<file path="src/rtl/jaa_sequencer_if.sv">
// Byte-in / word-out handshake bundle for jaa_sequencer.
// master = bytecode source + word sink side, slave = the sequencer.
interface jaa_sequencer_if;
   logic        in_valid;
   logic [7:0]  in_data;
   logic        in_ready;
   logic        out_valid;
   logic [31:0] out_data;
   logic        out_ready;

   modport master (output in_valid, in_data, out_ready,
                   input  in_ready, out_valid, out_data);
   modport slave  (input  in_valid, in_data, out_ready,
                   output in_ready, out_valid, out_data);
endinterface

</file>
<file path="src/rtl/jaa_sequencer.sv">
// JVM bytecode -> ARM macro-expansion sequencer (opcode fetch, operand fetch, word emission).
// Optional: define JAA_SIPUSH_EN to support sipush (0x11); otherwise 0x11 is unsupported.
module jaa_sequencer #(
   parameter logic [3:0] FRAME_REG = 4'd3,
   parameter int         CNT_W     = 16
) (
   input  logic             clk,
   input  logic             reset,
   jaa_sequencer_if.slave   bus,
   output logic             unsupported,
   output logic             busy,
   output logic [CNT_W-1:0] words_out
);

   localparam logic [31:0] PUSH = 32'hE92D0002;
   localparam logic [31:0] POP1 = 32'hE8BD0002;
   localparam logic [31:0] POP2 = 32'hE8BD0006;

   typedef enum logic [1:0] {OPCODE, OPERAND1, OPERAND2, EMIT} state_t;

   typedef struct packed {
      logic       ok;
      logic [1:0] nops;
      logic [1:0] last;   // index of the final word of the expansion
   } dec_t;

   function automatic dec_t decode(input logic [7:0] op);
      decode = '{ok: 1'b0, nops: 2'd0, last: 2'd0};
      case (op)
         8'h03, 8'h04, 8'h05, 8'h06, 8'h07, 8'h08,
         8'h1A, 8'h1B, 8'h1C, 8'h1D,
         8'h3B, 8'h3C, 8'h3D, 8'h3E: decode = '{ok: 1'b1, nops: 2'd0, last: 2'd1};
         8'h10, 8'h15, 8'h36:        decode = '{ok: 1'b1, nops: 2'd1, last: 2'd1};
         8'h59, 8'h60, 8'h64:        decode = '{ok: 1'b1, nops: 2'd0, last: 2'd2};
`ifdef JAA_SIPUSH_EN
         8'h11:                      decode = '{ok: 1'b1, nops: 2'd2, last: 2'd3};
`endif
         default: ;
      endcase
   endfunction

   function automatic logic [31:0] word_of(input logic [7:0] op, input logic [15:0] v,
                                           input logic [1:0] k);
      logic [7:0]  n;
      logic [1:0]  idx;
      logic [11:0] off;
      logic [31:0] fr;
      n   = op - 8'h03;
      // _0.._3 short forms: bit 5 separates istore_n (0x3B..) from iload_n (0x1A..)
      idx = op[1:0] + (op[5] ? 2'd1 : 2'd2);
      off = (op == 8'h15 || op == 8'h36) ? {2'b00, v[7:0], 2'b00} : {8'd0, idx, 2'b00};
      fr  = {12'd0, FRAME_REG, 16'd0};
      word_of = PUSH;
      case (op)
         8'h03, 8'h04, 8'h05, 8'h06, 8'h07, 8'h08:
            if (k == 2'd0) word_of = 32'hE3A01000 | {24'd0, n};
         8'h10:
            if (k == 2'd0) word_of = v[7] ? (32'hE3E01000 | {24'd0, ~v[7:0]})
                                          : (32'hE3A01000 | {24'd0, v[7:0]});
         8'h15, 8'h1A, 8'h1B, 8'h1C, 8'h1D:
            if (k == 2'd0) word_of = 32'hE5901000 | fr | {20'd0, off};
         8'h36, 8'h3B, 8'h3C, 8'h3D, 8'h3E:
            word_of = (k == 2'd0) ? POP1 : (32'hE5801000 | fr | {20'd0, off});
         8'h60:
            if (k == 2'd0) word_of = POP2; else if (k == 2'd1) word_of = 32'hE0811002;
         8'h64:
            if (k == 2'd0) word_of = POP2; else if (k == 2'd1) word_of = 32'hE0421001;
         8'h59:
            if (k == 2'd0) word_of = POP1;
         8'h11:
            case (k)
               2'd0:    word_of = 32'hE3001000 | {12'd0, v[15:12], 16'd0} | {20'd0, v[11:0]};
               2'd1:    word_of = 32'hE1A01801;
               2'd2:    word_of = 32'hE1A01841;
               default: word_of = PUSH;
            endcase
         default: ;
      endcase
   endfunction

   state_t      state, state_d;
   logic [7:0]  op_q, ld_op;
   logic [15:0] opr_q, ld_opr;
   logic [1:0]  k_q;
   logic        acc, hs, load, adv, unsup_d;
   dec_t        din, dq;

   assign bus.in_ready = (state != EMIT) && !reset;
   assign busy         = (state != OPCODE);
   assign acc          = bus.in_valid && bus.in_ready;
   assign hs           = bus.out_valid && bus.out_ready;

   always_ff @(posedge clk) begin
      if (reset) state <= OPCODE;
      else       state <= state_d;
   end

   always_comb begin
      state_d = state;
      ld_op   = op_q;
      ld_opr  = opr_q;
      load    = 1'b0;
      adv     = 1'b0;
      unsup_d = 1'b0;
      din     = decode(bus.in_data);
      dq      = decode(op_q);
      case (state)
         OPCODE:
            if (acc) begin
               if (!din.ok) unsup_d = 1'b1;
               else begin
                  ld_op  = bus.in_data;
                  ld_opr = 16'd0;
                  if (din.nops == 2'd0) begin
                     state_d = EMIT;
                     load    = 1'b1;
                  end else state_d = OPERAND1;
               end
            end
         OPERAND1:
            if (acc) begin
               if (dq.nops == 2'd2) begin
                  ld_opr  = {bus.in_data, 8'd0};
                  state_d = OPERAND2;
               end else begin
                  ld_opr  = {8'd0, bus.in_data};
                  state_d = EMIT;
                  load    = 1'b1;
               end
            end
         OPERAND2:
            if (acc) begin
               ld_opr  = {opr_q[15:8], bus.in_data};
               state_d = EMIT;
               load    = 1'b1;
            end
         EMIT:
            if (hs) begin
               if (k_q == dq.last || !dq.ok) state_d = OPCODE;
               else                           adv     = 1'b1;
            end
         default: state_d = OPCODE;
      endcase
   end

   always_ff @(posedge clk) begin
      if (reset) begin
         op_q          <= 8'd0;
         opr_q         <= 16'd0;
         k_q           <= 2'd0;
         bus.out_valid <= 1'b0;
         bus.out_data  <= 32'd0;
         unsupported   <= 1'b0;
         words_out     <= '0;
      end else begin
         op_q        <= ld_op;
         opr_q       <= ld_opr;
         unsupported <= unsup_d;
         if (hs) words_out <= words_out + 1'b1;
         if (load) begin
            bus.out_valid <= 1'b1;
            bus.out_data  <= word_of(ld_op, ld_opr, 2'd0);
            k_q           <= 2'd0;
         end else if (hs) begin
            if (adv) begin
               k_q          <= k_q + 2'd1;
               bus.out_data <= word_of(op_q, opr_q, k_q + 2'd1);
            end else bus.out_valid <= 1'b0;
         end
      end
   end

endmodule
</file>
<file path="src/flat_wrapper.sv">
// flat-port wrapper written by rule: the top's interface ports become plain ports
module jaa_sequencer_flat 
#(
   parameter logic [3:0] FRAME_REG = 4'd3,
   parameter int         CNT_W     = 16
)
  (clk, reset, unsupported, busy, words_out, bus_in_valid, bus_in_data, bus_out_ready, bus_in_ready, bus_out_valid, bus_out_data);
  jaa_sequencer_if bus_i ();
  input  logic clk;
  input  logic reset;
  output logic unsupported;
  output logic busy;
  output logic [CNT_W-1:0] words_out;
  input wire logic [$bits(bus_i.in_valid)-1:0] bus_in_valid;
  input wire logic [$bits(bus_i.in_data)-1:0] bus_in_data;
  input wire logic [$bits(bus_i.out_ready)-1:0] bus_out_ready;
  output wire logic [$bits(bus_i.in_ready)-1:0] bus_in_ready;
  output wire logic [$bits(bus_i.out_valid)-1:0] bus_out_valid;
  output wire logic [$bits(bus_i.out_data)-1:0] bus_out_data;
  assign bus_i.in_valid = bus_in_valid;
  assign bus_i.in_data = bus_in_data;
  assign bus_i.out_ready = bus_out_ready;
  assign bus_in_ready = bus_i.in_ready;
  assign bus_out_valid = bus_i.out_valid;
  assign bus_out_data = bus_i.out_data;
  jaa_sequencer #(.FRAME_REG(FRAME_REG), .CNT_W(CNT_W)) u_core (.clk(clk), .reset(reset), .bus(bus_i), .unsupported(unsupported), .busy(busy), .words_out(words_out));
endmodule
</file>
<file path="config.mk">
export PLATFORM = sky130hd
export DESIGN_NAME = jaa_sequencer_flat
export DESIGN_NICKNAME = d
export VERILOG_FILES = /design/src/rtl/jaa_sequencer_if.sv /design/src/rtl/jaa_sequencer.sv /design/src/flat_wrapper.sv
export SDC_FILE = /design/constraint.sdc
export NUM_CORES = 1
export LEC_CHECK = 0
export BUFFER_PORTS_ARGS = -buffer_cell sky130_fd_sc_hd__buf_2
export CAP_MARGIN = 25
export CORE_ASPECT_RATIO = 0.8
export CORE_UTILIZATION = 45
export DETAILED_ROUTE_END_ITERATION = 7
export GPL_ROUTABILITY_DRIVEN = 0
export HOLD_SLACK_MARGIN = 0.1
export PLACE_DENSITY = 0.74
export REMOVE_ABC_BUFFERS = 1
export SLEW_MARGIN = 25
export SYNTH_ARGS = -nofsm -noshare
export SYNTH_HDL_FRONTEND = slang
export SYNTH_SLANG_ARGS = --single-unit
</file>
<file path="constraint.sdc">
create_clock -name clk -period 5.2 [get_ports clk]
set_input_delay 0.52 -clock clk [delete_from_list [all_inputs] [get_ports clk]]
set_output_delay 0.52 -clock clk [all_outputs]
set_load 0.005 [all_outputs]
</file>
After elaboration in Yosys (flattened, before gate mapping)
Index checks and enable logic that the tools add are counted.
Word-level totals
  bits in registers: 78
  bits of input ports: 12
  output and inout bits: 52
  word-level logic and storage cells: 185
Operators by class
  add/sub/neg operators: 6
  equality and inequality tests: 77
  muxes and demuxes: 55
  bitwise operators: 6
  reductions and logical operators: 33
Operators with widths (number)
  32-bit one-hot mux with 8 select lines: 1
  32-bit 2-to-1 mux: 6
  32-bit one-hot mux with 6 select lines: 1
  8-bit by 5-bit equality test with 1-bit output, second input constant: 20
  28-bit 2-to-1 mux: 5
  8-bit by 6-bit equality test with 1-bit output, second input constant: 15
  8-bit by 3-bit equality test with 1-bit output, second input constant: 12
  32-bit one-hot mux with 3 select lines: 1
  8-bit by 7-bit equality test with 1-bit output, second input constant: 9
  16-bit 2-to-1 mux: 4
  32-bit by 12-bit bitwise OR with 32-bit output: 2
  16-bit one-hot mux with 3 select lines: 1
  23-bit 2-to-1 mux: 2
  8-bit 2-to-1 mux: 4
  5-bit one-hot mux with 3 select lines: 2
  14-bit OR reduction: 2
  25-bit 2-to-1 mux: 1
  8-bit by 2-bit equality test with 1-bit output, second input constant: 3
  8-bit by 4-bit equality test with 1-bit output, second input constant: 3
  10-bit 2-to-1 mux: 2
  2-bit 2-to-1 mux: 9
  6-bit OR reduction: 3
  16-bit by 1-bit adder with 16-bit output, second input constant: 1
  8-bit inverter: 2
  22 further kinds: 66

Logic depth before layout (Yosys ltp)
Gate-level depths: netlist of the first run.
  depth after elaboration: 11
  gate-level depth with buffers: 17
  mapped depth without buffers: 14

Worst setup path after synthesis of the first run
No wires, ideal clock.
  path kind: in2reg
  from: input port bus_in_data[3]
  to: register u_core.bus.out_data[18]
  data arrival time: 3.996 ns
  data required time: 5.125 ns
  setup slack: 1.129 ns
  stages on the path: 16
  buffers on the path: 4
  cells stage by stage: buf_6 > nor2b_1 > a2111o_1 > a221o_1 > a31o_1 > buf_6 > buf_2 > mux2i_1 > inv_1 > ha_1 > clkbuf_1 > nor4_1 > a211oi_4 > nand2b_1 > or3_4 > a31oi_1
Between the ends
  word-level cells in the longest chain between the ends: 10
  elaborated cells between the ends (all ways): 66
  those cells by class: eq/ne: 41; mux: 13; bitwise: 1; reduce/logical: 11
Ends and longest elaborated chain
  from (decl): RTL line flat_wrapper.sv:15  | input wire logic [$bits(bus_i.in_data)-1:0] bus_in_data;
  8-bit by 2-bit equality test with 1-bit output, or another cell as far along: RTL line jaa_sequencer.sv:29  | case (op)
  14-bit OR reduction or 3-bit OR reduction (tied branches): RTL line jaa_sequencer.sv:29
  5-bit one-hot mux with 3 select lines *: RTL line jaa_sequencer.sv:29
  8-bit 2-to-1 mux *: RTL line jaa_sequencer.sv:110  | if (!din.ok) unsup_d = 1'b1;
  8-bit 2-to-1 mux *: RTL line jaa_sequencer.sv:109  | if (acc) begin
  8-bit 2-to-1 mux *: RTL line jaa_sequencer.sv:107  | case (state)
  net u_core.ld_op[0]: RTL line jaa_sequencer.sv:82  | logic [7:0] op_q, ld_op;
  8-bit by 6-bit equality test with 1-bit output, or another cell as far along: RTL line jaa_sequencer.sv:54  | case (op)
  6-bit OR reduction (no line), or another cell as far along
  32-bit one-hot mux with 6 select lines *: RTL line jaa_sequencer.sv:54
  32-bit 2-to-1 mux *: RTL line jaa_sequencer.sv:160  | if (load) begin
  to (signal assigned): RTL line jaa_sequencer.sv:162  | bus.out_data <= word_of(ld_op, ld_opr, 2'd0);
  to (signal assigned): RTL line jaa_sequencer.sv:167  | bus.out_data <= word_of(op_q, opr_q, k_q + 2'd1);
  to (decl): RTL line jaa_sequencer_if.sv:14  | output in_ready, out_valid, out_data);
Mark *: on every way through the listed nets, which the timed path passes. The rest lies on a longest branch.
A chain may end at the register's enable or synchronous reset.

Worst setup path in the final report of the first run
  from: register u_core.state[0]
  to: register u_core.bus.out_data[18]
Between the ends
  word-level cells in the longest chain between the ends: 9
  elaborated cells between the ends (all ways): 48
  those cells by class: eq/ne: 25; mux: 12; bitwise: 1; reduce/logical: 10
Ends and longest elaborated chain
  from (decl): RTL line jaa_sequencer.sv:81  | state_t state, state_d;
  from (signal assigned): RTL line jaa_sequencer.sv:95  | else state <= state_d;
  2-bit inequality test: RTL line jaa_sequencer.sv:88  | assign bus.in_ready = (state != EMIT) && !reset;
  1-bit logical AND: RTL line jaa_sequencer.sv:88
  1-bit logical AND: RTL line jaa_sequencer.sv:90  | assign acc = bus.in_valid && bus.in_ready;
  8-bit 2-to-1 mux: RTL line jaa_sequencer.sv:109
  8-bit 2-to-1 mux *: RTL line jaa_sequencer.sv:107
  net u_core.ld_op[0]: RTL line jaa_sequencer.sv:82
  8-bit by 6-bit equality test with 1-bit output, or another cell as far along: RTL line jaa_sequencer.sv:54
  6-bit OR reduction (no line), or another cell as far along
  32-bit one-hot mux with 6 select lines *: RTL line jaa_sequencer.sv:54
  32-bit 2-to-1 mux *: RTL line jaa_sequencer.sv:160
Marks and branches as above.

==> results of run 1 <==
cells in the final DEF, fill, tap and decap left out, types with 16 or more instances in the layout:
| cell type | n |
|---|---|
| sky130_fd_sc_hd__a21oi_1 | 54 |
| sky130_fd_sc_hd__and2_1 | 16 |
| sky130_fd_sc_hd__buf_2 | 59 |
| sky130_fd_sc_hd__dfxtp_1 | 72 |
| sky130_fd_sc_hd__ha_1 | 21 |
| sky130_fd_sc_hd__inv_1 | 21 |
| sky130_fd_sc_hd__nand2_1 | 51 |
| sky130_fd_sc_hd__nand3_1 | 17 |
| sky130_fd_sc_hd__nor2_1 | 65 |
| sky130_fd_sc_hd__o21ai_0 | 22 |
| sky130_fd_sc_hd__xnor2_1 | 16 |
kinds of logic (layout without fill, tap and decap cells):
group / count (synthesis) / after routing / synth area share, %
other: 1 / 4 / 0.0751
AO/OA/AOI/OAI: 191 / 191 / 27.1
multiplexers: 16 / 16 / 3.51
buffers and inverters: 71 / 100 / 6.71
AND/OR/NAND/NOR: 228 / 228 / 23.2
XOR/XNOR: 30 / 30 / 5.26
adder cells (fa/ha/maj): 21 / 21 / 5.26
flip-flops: 72 / 72 / 28.9
through the flow:
| stage | hold slack [ns] | total power, mW | setup slack, ns | instance area, µm² |
|---|---|---|---|---|
| final | 0.462 | 1.77 | 0.701 | 5630 |
| after global routing | 0.498 | 1.85 | 0.442 | 5630 |
| after CTS | 0.462 | 1.76 | 0.839 | 5630 |
| after detailed placement | 0.445 | 0.997 | 0.572 | 5270 |
| after global placement | 0.446 | 0.988 | 0.843 | 5270 |
| after floorplan | 0.426 | 0.865 | 1.32 | 4750 |
layout make-up:
| type | instances | area share (%) |
|---|---|---|
| Timing Repair Buffer | 64 | 5.91 |
| Inverter | 21 | 1.40 |
| Multi-Input combinational cell | 490 | 57.4 |
| Clock buffer | 10 | 4.24 |
| Tap cell | 144 | 3.20 |
| Clock inverter | 5 | 2.29 |
| Sequential cell | 72 | 25.6 |
cell usage after synthesis (3+ instances only):
master	count
sky130_fd_sc_hd__a2111o_1	3
sky130_fd_sc_hd__a211oi_1	8
sky130_fd_sc_hd__a21o_1	4
sky130_fd_sc_hd__a21oi_1	54
sky130_fd_sc_hd__a221oi_1	5
sky130_fd_sc_hd__a22oi_1	14
sky130_fd_sc_hd__a31oi_1	14
sky130_fd_sc_hd__and2_1	16
sky130_fd_sc_hd__and3_1	9
sky130_fd_sc_hd__and4_1	3
sky130_fd_sc_hd__buf_2	7
sky130_fd_sc_hd__buf_4	8
sky130_fd_sc_hd__buf_6	4
sky130_fd_sc_hd__clkbuf_1	30
sky130_fd_sc_hd__dfxtp_1	72
sky130_fd_sc_hd__ha_1	21
sky130_fd_sc_hd__inv_1	21
sky130_fd_sc_hd__mux2i_1	13
sky130_fd_sc_hd__nand2_1	51
sky130_fd_sc_hd__nand2b_1	11
sky130_fd_sc_hd__nand3_1	17
sky130_fd_sc_hd__nand3b_1	4
sky130_fd_sc_hd__nand4_1	5
sky130_fd_sc_hd__nor2_1	66
sky130_fd_sc_hd__nor2b_1	12
sky130_fd_sc_hd__nor3_1	10
sky130_fd_sc_hd__nor4_1	8
sky130_fd_sc_hd__o211ai_1	5
sky130_fd_sc_hd__o21a_1	4
sky130_fd_sc_hd__o21ai_0	22
sky130_fd_sc_hd__o21ai_1	5
sky130_fd_sc_hd__o221a_2	4
sky130_fd_sc_hd__o22ai_1	9
sky130_fd_sc_hd__o2bb2ai_1	6
sky130_fd_sc_hd__xnor2_1	16
sky130_fd_sc_hd__xor2_1	14
power breakdown:
| part | internal, mW | switching, mW | total, mW |
|---|---|---|---|
| registers | 0.586 | 0.0367 | 0.623 |
| clock network | 0.529 | 0.245 | 0.774 |
| logic | 0.134 | 0.242 | 0.376 |
flip-flops by register name, summed over array words and instances (netlist names):
register and count:
u_core.op_q 8, u_core.words_out 16, u_core.unsupported 1, u_core.opr_q 16
u_core.bus.out_data 26, u_core.k_q 2, u_core.state 2, u_core.bus.out_valid 1
critical path, delay by kind of cell (launching register included):
family          cells  cell delay, ns
compound gates      3            1.14
fa+ha+maj           2            0.71
buf+inv             2            0.36
flops               1            0.41
mux                 2            0.48
simple gates        6            1.24
worst min path at each step:
stage	slack, ns	endpoint	cells past startpoint
floorplan	0.43	u_core.opr_q[11]	1
global placement	0.45	u_core.opr_q[10]	1
detailed placement	0.44	u_core.opr_q[10]	1
CTS	0.46	u_core.opr_q[10]	1
global route	0.50	u_core.opr_q[13]	1
finish	0.46	u_core.opr_q[10]	1
routing by layer:
layer	vias to the layer above	track usage (%)	part of all wire, %
met4	0	9.27	2.6
met1	2329	34.5	43
met3	38	5.51	10
met5	-	0	0
li1	2337	-	-
met2	332	39.6	44
==> key figures, run 1 <==
Run status
  • Run status: finished clean

GRT
  • Largest net degree at the start of global routing: 66
  • Total gr overflow: 0
  • Total track usage: roughly a quarter
  • Number of global-route vias before repair: ~4400
  • Number of antenna violations at the first check in global routing: 0
  • First-pass GRT wire length: 22700 µm

Worst setup path
  • Worst reg2reg setup slack: around 0.70 ns
  • Startpoint of the worst-slack reg-to-reg timing path: u_core.state[0]
  • CP Data Required Time: about 5.4 ns
  • CP Max Fanout: 18
  • Critical path capture point: u_core.bus.out_data[18]
  • Endpoint kind of the worst setup timing path: flip-flop
  • Critical Path, Cell by Cell: ha_1 -> nor3b_1 -> buf_4 -> nand2_1 -> a31o_1 -> mux2i_1 -> inv_1 -> ha_1 -> nor3_1 -> nor3_1 -> mux2i_4 -> a211oi_4 -> nand2b_1 -> or3_4 -> a31oi_1
  • Number of cell instances on the worst register-to-register path: 15
  • Crit path DAT: approximately 4.7 ns
  • Standard cell with the maximum stage delay on the critical path: sky130_fd_sc_hd__a31o_1
  • Highest cell delay on the worst timing path: a little over 0.7 ns
  • Terminus of the critical flop-to-flop path: u_core.bus.out_data[18]
  • Critical path start-end classification: reg2reg
  • Launch point of the worst path: u_core.state[0]
  • Worst Setup Start Kind: flip-flop

Power and ir drop
  • Static leakage power: approximately 2.3 nW
  • Maximum vdd ir drop: roughly 230 µV
  • Ratio of total power to cell area: 315 nW/µm²

Detailed routing
  • Initial DRC Count: around 770
  • Number of search-and-repair iterations in the first detailed-routing pass: 5
  • Routed via count: ~5000
  • Remaining routing DRC violations: 0
  • Routed Antenna Nets: 0
  • Average wire length per cell after detail routing: ~18 µm
  • Detailed-route vias per instance: 6.25
  • Final Routed Wirelength: approximately 15000 µm

Logic synthesis
  • Number of synthesized register bits: 72
  • Leading cell types by total area after synthesis: sky130_fd_sc_hd__dfxtp_1, sky130_fd_sc_hd__a21oi_1, sky130_fd_sc_hd__ha_1
  • Mean post-synth cell area: 7.93 µm²
  • Part of the Yosys area used for sequential elements: just under 30%
  • Synthesis Warnings: 0
  • Share of the synthesized area in the top cell type: roughly 29%
  • Distinct cell type count of the synthesized netlist: 81
  • Share of synthesized flip-flops with an asynchronous set or reset: 0%
  • Largest area contributor in the synthesized netlist: sky130_fd_sc_hd__dfxtp_1
  • Cells after Synth: between 600 and 700
  • Synth Flop Type: sky130_fd_sc_hd__dfxtp_1
  • Number of enable flip-flop cells after synthesis: 0
  • Cell Area, Synth: ~5000 µm²

Timing
  • Final setup violation count: 0
  • Worst Tran Pin Value: about 0.91 ns
  • Setup skew after layout: 0.00928 ns
  • Slew Limit Fails: 0
  • Share of the cycle needed by the critical path after routing: approximately 87%
  • Post-route minimum period: between 4 and 5 ns
  • Rel. slew slack: about two fifths
  • RSZ-0062 raised after global routing: false
  • Final TNS setup: 0 ns
  • Final Hold Vio Count: 0
  • Highest Clock Rate: 0.222 GHz

Floorplan
  • Placement row count: 34
  • Die boundary width: approximately 120 µm
  • Ports: 64
  • Die Ht: 96.2 µm
  • Die Area: 11500 µm²
  • Initial core utilization: between 40% and 50%
  • Core region area: 10800 µm²

Place
  • Detailed placement HPWL: 10600 µm
  • Quantity of I/O buffers inserted on ports: just under 60
  • Number of instances in the placed design: around 800

Clock tree
  • H-Tree Depth: 3
  • Resize count post-CTS: 0
  • Clock sinks: 72
  • CTS Buffer Depth: 2
  • Root Driver: sky130_fd_sc_hd__clkbuf_16
  • Source-to-sink clock delay at the later pin of the worst-skew pair: 0.34 ns
  • Clock slew seen by the registers of the worst setup and hold paths: approximately 0.060 ns
  • CTS tree: done
  • Inserted Clock Buffers: 9
  • CTS Hold Buffers Added: 0
  • Post-CTS Repair Setup Buffers: 0

Cells and area
  • Number of nets in the layout: just under 700
  • Area taken by multi-input logic gates: ~3200 µm²
  • Number of fill cells: 1047
  • Final design utilization: 51.9%
  • Diodes inserted: 0
  • FF+latch area: roughly 1400 µm²
  • Ratio of cells with drive above 1 in the final layout: between 10% and 20%
  • Number of standard cells in the layout, taps in and fillers out: just over 800
  • Area grow syn2layout: 12.8%

Worst hold path
  • Worst min path class: reg2reg
  • Worst Hold Launch: u_core.opr_q[10]

Flow run
  • Max-Cap Viols: 0
(Power assumes the default switching activity.)
==> inputs of run 2 (changes only) <==
clock period = 4.39 ns   (was 5.2 ns; I/O delays follow)
==> key figures, run 2 (same netlist as run 1, synthesis figures left out) <==
Floorplan
  • Placement row count: 34 (unchanged)
  • Die Area: 11500 µm² (unchanged)
  • Die boundary width: 120 µm (unchanged)
  • Die Ht: 96.2 µm (unchanged)
  • Initial core utilization: 46.1% (unchanged)
  • Core region area: 10800 µm² (unchanged)
  • Ports: 64 (unchanged)

Clock tree
  • Root Driver: sky130_fd_sc_hd__clkbuf_16
  • CTS Buffer Depth: 2 (unchanged)
  • CTS Hold Buffers Added: 0 (unchanged)
  • H-Tree Depth: 3 (unchanged)
  • CTS tree: done
  • Resize count post-CTS: 0 (unchanged)
  • Clock slew seen by the registers of the worst setup and hold paths: 0.06 ns (about the same)
  • Clock sinks: 72 (unchanged)
  • Post-CTS Repair Setup Buffers: 0 (unchanged)
  • Source-to-sink clock delay at the later pin of the worst-skew pair: 0.34 ns (about the same)
  • Inserted Clock Buffers: 9 (unchanged)

Worst setup path
  • Critical path start-end classification: reg2reg
  • Gate family responsible for the most delay along the worst path: compound AO/OA/AOI/OAI gates
  • CP Data Required Time: 4.65 ns (-0.74 ns)
  • Standard cell with the maximum stage delay on the critical path: sky130_fd_sc_hd__a2111oi_2
  • CP Max Fanout: 9 (-9)
  • Highest cell delay on the worst timing path: 0.48 ns (-0.24 ns)
  • Critical Path, Cell by Cell: ha_1 -> nor3b_1 -> buf_4 -> nand2_1 -> a31o_1 -> mux2i_1 -> ha_1 -> nand3b_1 -> mux2i_1 -> o21ai_1 -> a2111oi_2 -> nand2_1 -> a21oi_1
  • Number of cell instances on the worst register-to-register path: 13 (-2)
  • Crit path DAT: 4.34 ns (-0.35 ns)
  • Crit. path cell count: 13 (-2)
  • Number of buffer and inverter instances along the worst setup path: 1 (-1)
  • Endpoint kind of the worst setup timing path: flip-flop
  • Worst Setup Start Kind: flip-flop

Cells and area
  • Number of nets in the layout: 697 (+0.87%)
  • Most common cell after layout, fill and taps aside: sky130_fd_sc_hd__dfxtp_1
  • Area grow syn2layout: 12.3%
  • Final design utilization: 51.7% (-0.22 points)
  • Number of flip-flops under the largest register name: 26 (unchanged)
  • Number of fill cells: 1037 (-0.96%)
  • Diodes inserted: 0 (unchanged)
  • Cell area after layout: 5610 µm² (-0.42%)
  • Regs by FF count: u_core.bus.out_data (26), u_core.opr_q (16), u_core.words_out (16)
  • Number of standard cells in the layout, taps in and fillers out: 813 (+0.87%)
  • Ratio of cells with drive above 1 in the final layout: 16.4% (+0.73 points)
  • Largest reg by FF count: u_core.bus.out_data
  • Commonest cells after routing, fill and taps aside: sky130_fd_sc_hd__dfxtp_1, sky130_fd_sc_hd__nor2_1, sky130_fd_sc_hd__buf_2, sky130_fd_sc_hd__a21oi_1, sky130_fd_sc_hd__nand2_1

Place
  • Detailed placement HPWL: 10800 µm (+1.2%)
  • Quantity of I/O buffers inserted on ports: 59 (unchanged)
  • Instance area after placement: 5310 µm² (+0.86%)
  • Number of instances in the placed design: 797 (+0.76%)

Power and ir drop
  • Maximum vdd ir drop: 242 µV (+7.5%)
  • Power share of the combinational group: 23.1% (+1.9 points)
  • Power, Total: 1.93 mW (+9.0%)
  • Internal: 1.31 mW (+4.6%)
  • Static leakage power: 2.25 nW (-0.20%)
  • Net Sw Frac: 32.4% (+2.9 points)
  • Net Sw Power: 626 µW (+20%)
  • Relative contribution of the clock network to total power: 38.8% (-4.9 points)
  • Ratio of total power to cell area: 344 nW/µm² (+9.5%)
  • Proportion of power drawn by flip-flops and latches: 38.1% (+3.0 points)

Timing
  • Share of the cycle needed by the critical path after routing: 93.0% (+6.4 points)
  • Slew Limit Fails: 0 (unchanged)
  • Highest Clock Rate: 0.245 GHz (+10%)
  • Setup skew after layout: 0.00826 ns (-0.00102 ns)
  • Rel. slew slack: 31.7% (-7.1 points)
  • Final TNS setup: 0 ns (unchanged)
  • Post-route minimum period: 4.08 ns (-0.418 ns)
  • RSZ-0062 raised after global routing: false
  • Worst Tran Pin Value: 1.02 ns (+0.119 ns)
  • Final setup violation count: 0 (unchanged)
  • Final Hold Vio Count: 0 (unchanged)

Worst hold path
  • Worst min path class: in2reg
  • Number of instances on the worst hold path: 4 (+3)

Detailed routing
  • Initial DRC Count: 745 (-2.9%)
  • Detailed-route vias per instance: 6.26 (+0.26%)
  • Remaining routing DRC violations: 0 (unchanged)
  • Routed Antenna Nets: 0 (unchanged)
  • Average wire length per cell after detail routing: 18.6 µm (+1.7%)
  • Number of search-and-repair iterations in the first detailed-routing pass: 7 (+2)
  • Final Routed Wirelength: 15100 µm (+2.5%)
  • Routed via count: 5093 (+1.1%)

GRT
  • Total track usage: 26.4% (+1.0 points)
  • Number of global-route vias before repair: 4494 (+2.3%)
  • Largest net degree at the start of global routing: 66 (unchanged)
  • First-pass GRT wire length: 23700 µm (+4.1%)
  • Total gr overflow: 0 (unchanged)
  • Number of antenna violations at the first check in global routing: 0 (unchanged)

Run status
  • Run status: finished clean

Flow run
  • Max-Cap Viols: 0 (unchanged)
==> run 2: per-stage QoR <==
stage	hold WS (ns)	setup slack, ns
floorplan	0.426	0.565
global placement	0.450	0.384
detailed placement	0.453	0.230
CTS	0.422	0.429
global route	0.439	0.00112
finish	0.422	0.309
==> run 2: routing by layer <==
metal	vias to the layer above	share of wire [%]	track usage, %
met1	2422	44	35.4
met4	0	2.3	9.69
met2	289	43	40.1
met5	-	0	0
met3	40	10	7.82
li1	2342	-	-
==> run 2: area by class of cell <==
class                           instances  area [µm²]  share of cell area (%)
Timing Repair Buffer                   70         378                    6.74
Tap cell                              144         180                    3.21
Clock buffer                           11         243                    4.33
Sequential cell                        72        1440                    25.7
Multi-Input combinational cell        490        3230                    57.6
Inverter                               21        78.8                    1.40
Clock inverter                          5        56.3                    1.00
==> run 2: path summary, 6_finish.rpt <==
check | from | to | slack [ns]
max | u_core.state[0] | u_core.bus.out_data[7] | 0.31
min | bus_out_ready | u_core.bus.out_valid | 0.42
max reg2reg | u_core.state[0] | u_core.bus.out_data[7] | 0.31
min reg2reg | u_core.opr_q[10] | u_core.opr_q[10] | 0.47
==> run 2: power by group through the flow <==
stage | logic, mW | registers [mW] | clock network [mW]
6_report | 0.447 | 0.737 | 0.749
5_1_grt | 0.484 | 0.740 | 0.784
4_1_cts | 0.438 | 0.736 | 0.754
3_5_place_dp | 0.433 | 0.749 | 0
3_3_place_gp | 0.421 | 0.747 | 0
2_1_floorplan | 0.285 | 0.740 | 0
==> run 2: worst register-to-register path: stages (launching register included) <==
cell,delay [ns]
sky130_fd_sc_hd__dfxtp_1,0.41
sky130_fd_sc_hd__ha_1,0.36
sky130_fd_sc_hd__nor3b_1,0.10
sky130_fd_sc_hd__buf_4,0.17
sky130_fd_sc_hd__nand2_1,0.21
sky130_fd_sc_hd__a31o_1,0.40
sky130_fd_sc_hd__mux2i_1,0.47
sky130_fd_sc_hd__ha_1,0.41
sky130_fd_sc_hd__nand3b_1,0.13
sky130_fd_sc_hd__mux2i_1,0.37
sky130_fd_sc_hd__o21ai_1,0.23
sky130_fd_sc_hd__a2111oi_2,0.49
sky130_fd_sc_hd__nand2_1,0.10
sky130_fd_sc_hd__a21oi_1,0.16
==> inputs of run 3 (changes only) <==
CORE_MARGIN = 3   (was unset)
CORE_UTILIZATION = 59   (was 45)
PLACE_DENSITY = 0.9   (was 0.74)
==> key figures, run 3 (same netlist as run 1, synthesis figures left out) <==
Worst setup path
  • CP Data Required Time: 4.60 ns (-0.05 ns)
  • Terminus of the critical flop-to-flop path: u_core.bus.out_data[7]
  • Number of cell instances on the worst register-to-register path: 10 (-3)
  • Crit path DAT: 4.24 ns (-0.10 ns)
  • Endpoint kind of the worst setup timing path: flip-flop
  • Worst Setup Start Kind: flip-flop
  • Critical path start-end classification: reg2reg
  • CP Max Fanout: 23 (+14)
  • Worst reg2reg setup slack: 0.36 ns (+0.05 ns)
  • Startpoint of the worst-slack reg-to-reg timing path: u_core.op_q[5]

Flow run
  • Max-Cap Viols: 0 (unchanged)

Place
  • Instance area after placement: 5240 µm² (-1.3%)
  • Quantity of I/O buffers inserted on ports: 59 (unchanged)
  • Detailed placement HPWL: 10700 µm (-0.18%)

Timing
  • Rel. slew slack: 39.7% (+8.0 points)
  • Setup skew after layout: 0.0146 ns (+0.00638 ns)
  • Share of the cycle needed by the critical path after routing: 91.7% (-1.2 points)
  • Highest Clock Rate: 0.248 GHz (+1.3%)
  • Final TNS setup: 0 ns (unchanged)
  • Post-route minimum period: 4.03 ns (-0.0538 ns)
  • Final setup violation count: 0 (unchanged)
  • Worst Tran Pin Value: 0.895 ns (-0.130 ns)
  • RSZ-0062 raised after global routing: false
  • Final Hold Vio Count: 0 (unchanged)
  • Slew Limit Fails: 0 (unchanged)

Clock tree
  • Resize count post-CTS: 0 (unchanged)
  • H-Tree Depth: 3 (unchanged)
  • CTS Hold Buffers Added: 0 (unchanged)
  • CTS tree: done
  • Source-to-sink clock delay at the later pin of the worst-skew pair: 0.37 ns (+0.03 ns)
  • Inserted Clock Buffers: 9 (unchanged)
  • Post-CTS Repair Setup Buffers: 0 (unchanged)
  • Clock slew seen by the registers of the worst setup and hold paths: 0.08 ns (+0.02 ns)
  • Root Driver: sky130_fd_sc_hd__clkbuf_8
  • CTS Buffer Depth: 2 (unchanged)
  • Clock sinks: 72 (unchanged)

Cells and area
  • Diodes inserted: 0 (unchanged)
  • Largest reg by FF count: u_core.bus.out_data
  • Area grow syn2layout: 9.37%
  • Most common cell after layout, fill and taps aside: sky130_fd_sc_hd__dfxtp_1
  • Final design utilization: 67.5% (+16 points)
  • Commonest cells after routing, fill and taps aside: sky130_fd_sc_hd__dfxtp_1, sky130_fd_sc_hd__nor2_1, sky130_fd_sc_hd__buf_2, sky130_fd_sc_hd__a21oi_1, sky130_fd_sc_hd__nand2_1
  • Regs by FF count: u_core.bus.out_data (26), u_core.opr_q (16), u_core.words_out (16)
  • Number of nets in the layout: 694 (-0.43%)
  • Number of fill cells: 651 (-37%)
  • Ratio of cells with drive above 1 in the final layout: 16.1% (-0.38 points)
  • Number of flip-flops under the largest register name: 26 (unchanged)
  • Cell area after layout: 5460 µm² (-2.6%)

Worst hold path
  • Worst min path class: in2reg
  • Number of instances on the worst hold path: 4 (unchanged)
  • Worst Hold Launch: bus_out_ready
  • End point of the worst hold path: u_core.words_out[1]

GRT
  • Total track usage: 30.4% (+4.0 points)
  • Number of global-route vias before repair: 4721 (+5.1%)
  • Number of antenna violations at the first check in global routing: 0 (unchanged)
  • First-pass GRT wire length: 22900 µm (-3.0%)
  • Largest net degree at the start of global routing: 66 (unchanged)
  • Total gr overflow: 0 (unchanged)

Detailed routing
  • Final Routed Wirelength: 15000 µm (-1.2%)
  • Average wire length per cell after detail routing: 19.3 µm (+3.8%)
  • Initial DRC Count: 847 (+14%)
  • Remaining routing DRC violations: 51 (+51)
  • Routed via count: 5138 (+0.88%)
  • Routed Antenna Nets: 0 (unchanged)
  • Number of search-and-repair iterations in the first detailed-routing pass: 8 (+1)
  • Detailed-route vias per instance: 6.64 (+6.0%)

Power and ir drop
  • Maximum vdd ir drop: 353 µV (+46%)
  • Proportion of power drawn by flip-flops and latches: 40.8% (+2.7 points)
  • Relative contribution of the clock network to total power: 33.6% (-5.2 points)
  • Power, Total: 1.80 mW (-6.8%)
  • Net Sw Frac: 34.7% (+2.3 points)
  • Ratio of total power to cell area: 329 nW/µm² (-4.3%)
  • Internal: 1.18 mW (-10%)
  • Net Sw Power: 625 µW (-0.31%)
  • Power share of the combinational group: 25.6% (+2.5 points)
  • Static leakage power: 2.19 nW (-2.5%)

Run status
  • Run status: finished with violations
  • Violated checks: design-rule violations

Floorplan
  • Initial core utilization: 61.7% (+16 points)
  • Core region area: 8090 µm² (-25%)
  • Die Area: 9610 µm² (-17%)
  • Ports: 64 (unchanged)
  • Placement row count: 29 (-15%)
  • Die boundary width: 109 µm (-9.1%)
  • Die Ht: 88.3 µm (-8.2%)
## run 3: cell count changes in the layout (fill, tap and decap cells not counted), sizes merged
cell      before  now
clkbuf        11   10
clkinv         3    1
inv           21   22
bufinv         1    2
buf           70   67
clkinvlp       1    2
## run 3: power groups by stage
stage,Sequential [mW],Combinational [mW],Clock (mW)
floorplan,0.740,0.285,0
global placement,0.745,0.420,0
detailed placement,0.748,0.441,0
CTS,0.733,0.445,0.597
global route,0.740,0.494,0.619
finish,0.735,0.461,0.604
## run 3: per-layer routing
metal	GRT usage (%)	vias up	share of wire (%)
met4	13.2	2	3.6
met3	10.4	72	12
met1	38.2	2365	40
li1	-	2339	-
met5	3.57	-	0.34
met2	47.1	360	44
## run 3: worst max-delay path, cell delays in order (launching register included)
cell,delay (ns)
sky130_fd_sc_hd__dfxtp_1,0.65
sky130_fd_sc_hd__nor4bb_1,0.41
sky130_fd_sc_hd__nor3b_2,0.57
sky130_fd_sc_hd__o22ai_1,0.13
sky130_fd_sc_hd__a31oi_1,0.57
sky130_fd_sc_hd__and3_1,0.65
sky130_fd_sc_hd__nor2_2,0.14
sky130_fd_sc_hd__buf_4,0.28
sky130_fd_sc_hd__o2bb2ai_1,0.17
sky130_fd_sc_hd__a211oi_1,0.22
sky130_fd_sc_hd__a21oi_1,0.09
## run 3: worst max path at each step
stage	slack, ns	to	startpoint
finish	0.36	u_core.bus.out_data[7]	u_core.op_q[5]
floorplan	0.57	u_core.bus.out_data[21]	u_core.state[0]
global route	0.11	u_core.bus.out_data[7]	u_core.state[0]
global placement	0.46	u_core.bus.out_data[1]	bus_in_data[3]
CTS	0.56	u_core.bus.out_data[7]	u_core.op_q[5]
detailed placement	0.31	u_core.bus.out_data[21]	bus_in_data[1]
## run 3: cell type report
class	instances	area (µm²)	share of cell area, %
Multi-Input combinational cell	490	3230	59.2
Sequential cell	72	1440	26.4
Timing Repair Buffer	67	355	6.50
Tap cell	108	135	2.47
Clock buffer	10	128	2.34
Clock inverter	6	92.6	1.69
Inverter	21	78.8	1.44
## run 3: per-stage QoR
stage	setup slack (ns)	instances	hold slack (ns)
6_report	0.363	774	0.402
5_1_grt	0.112	774	0.424
4_1_cts	0.561	774	0.402
3_5_place_dp	0.308	758	0.451
3_3_place_gp	0.462	758	0.446
2_1_floorplan	0.565	583	0.426
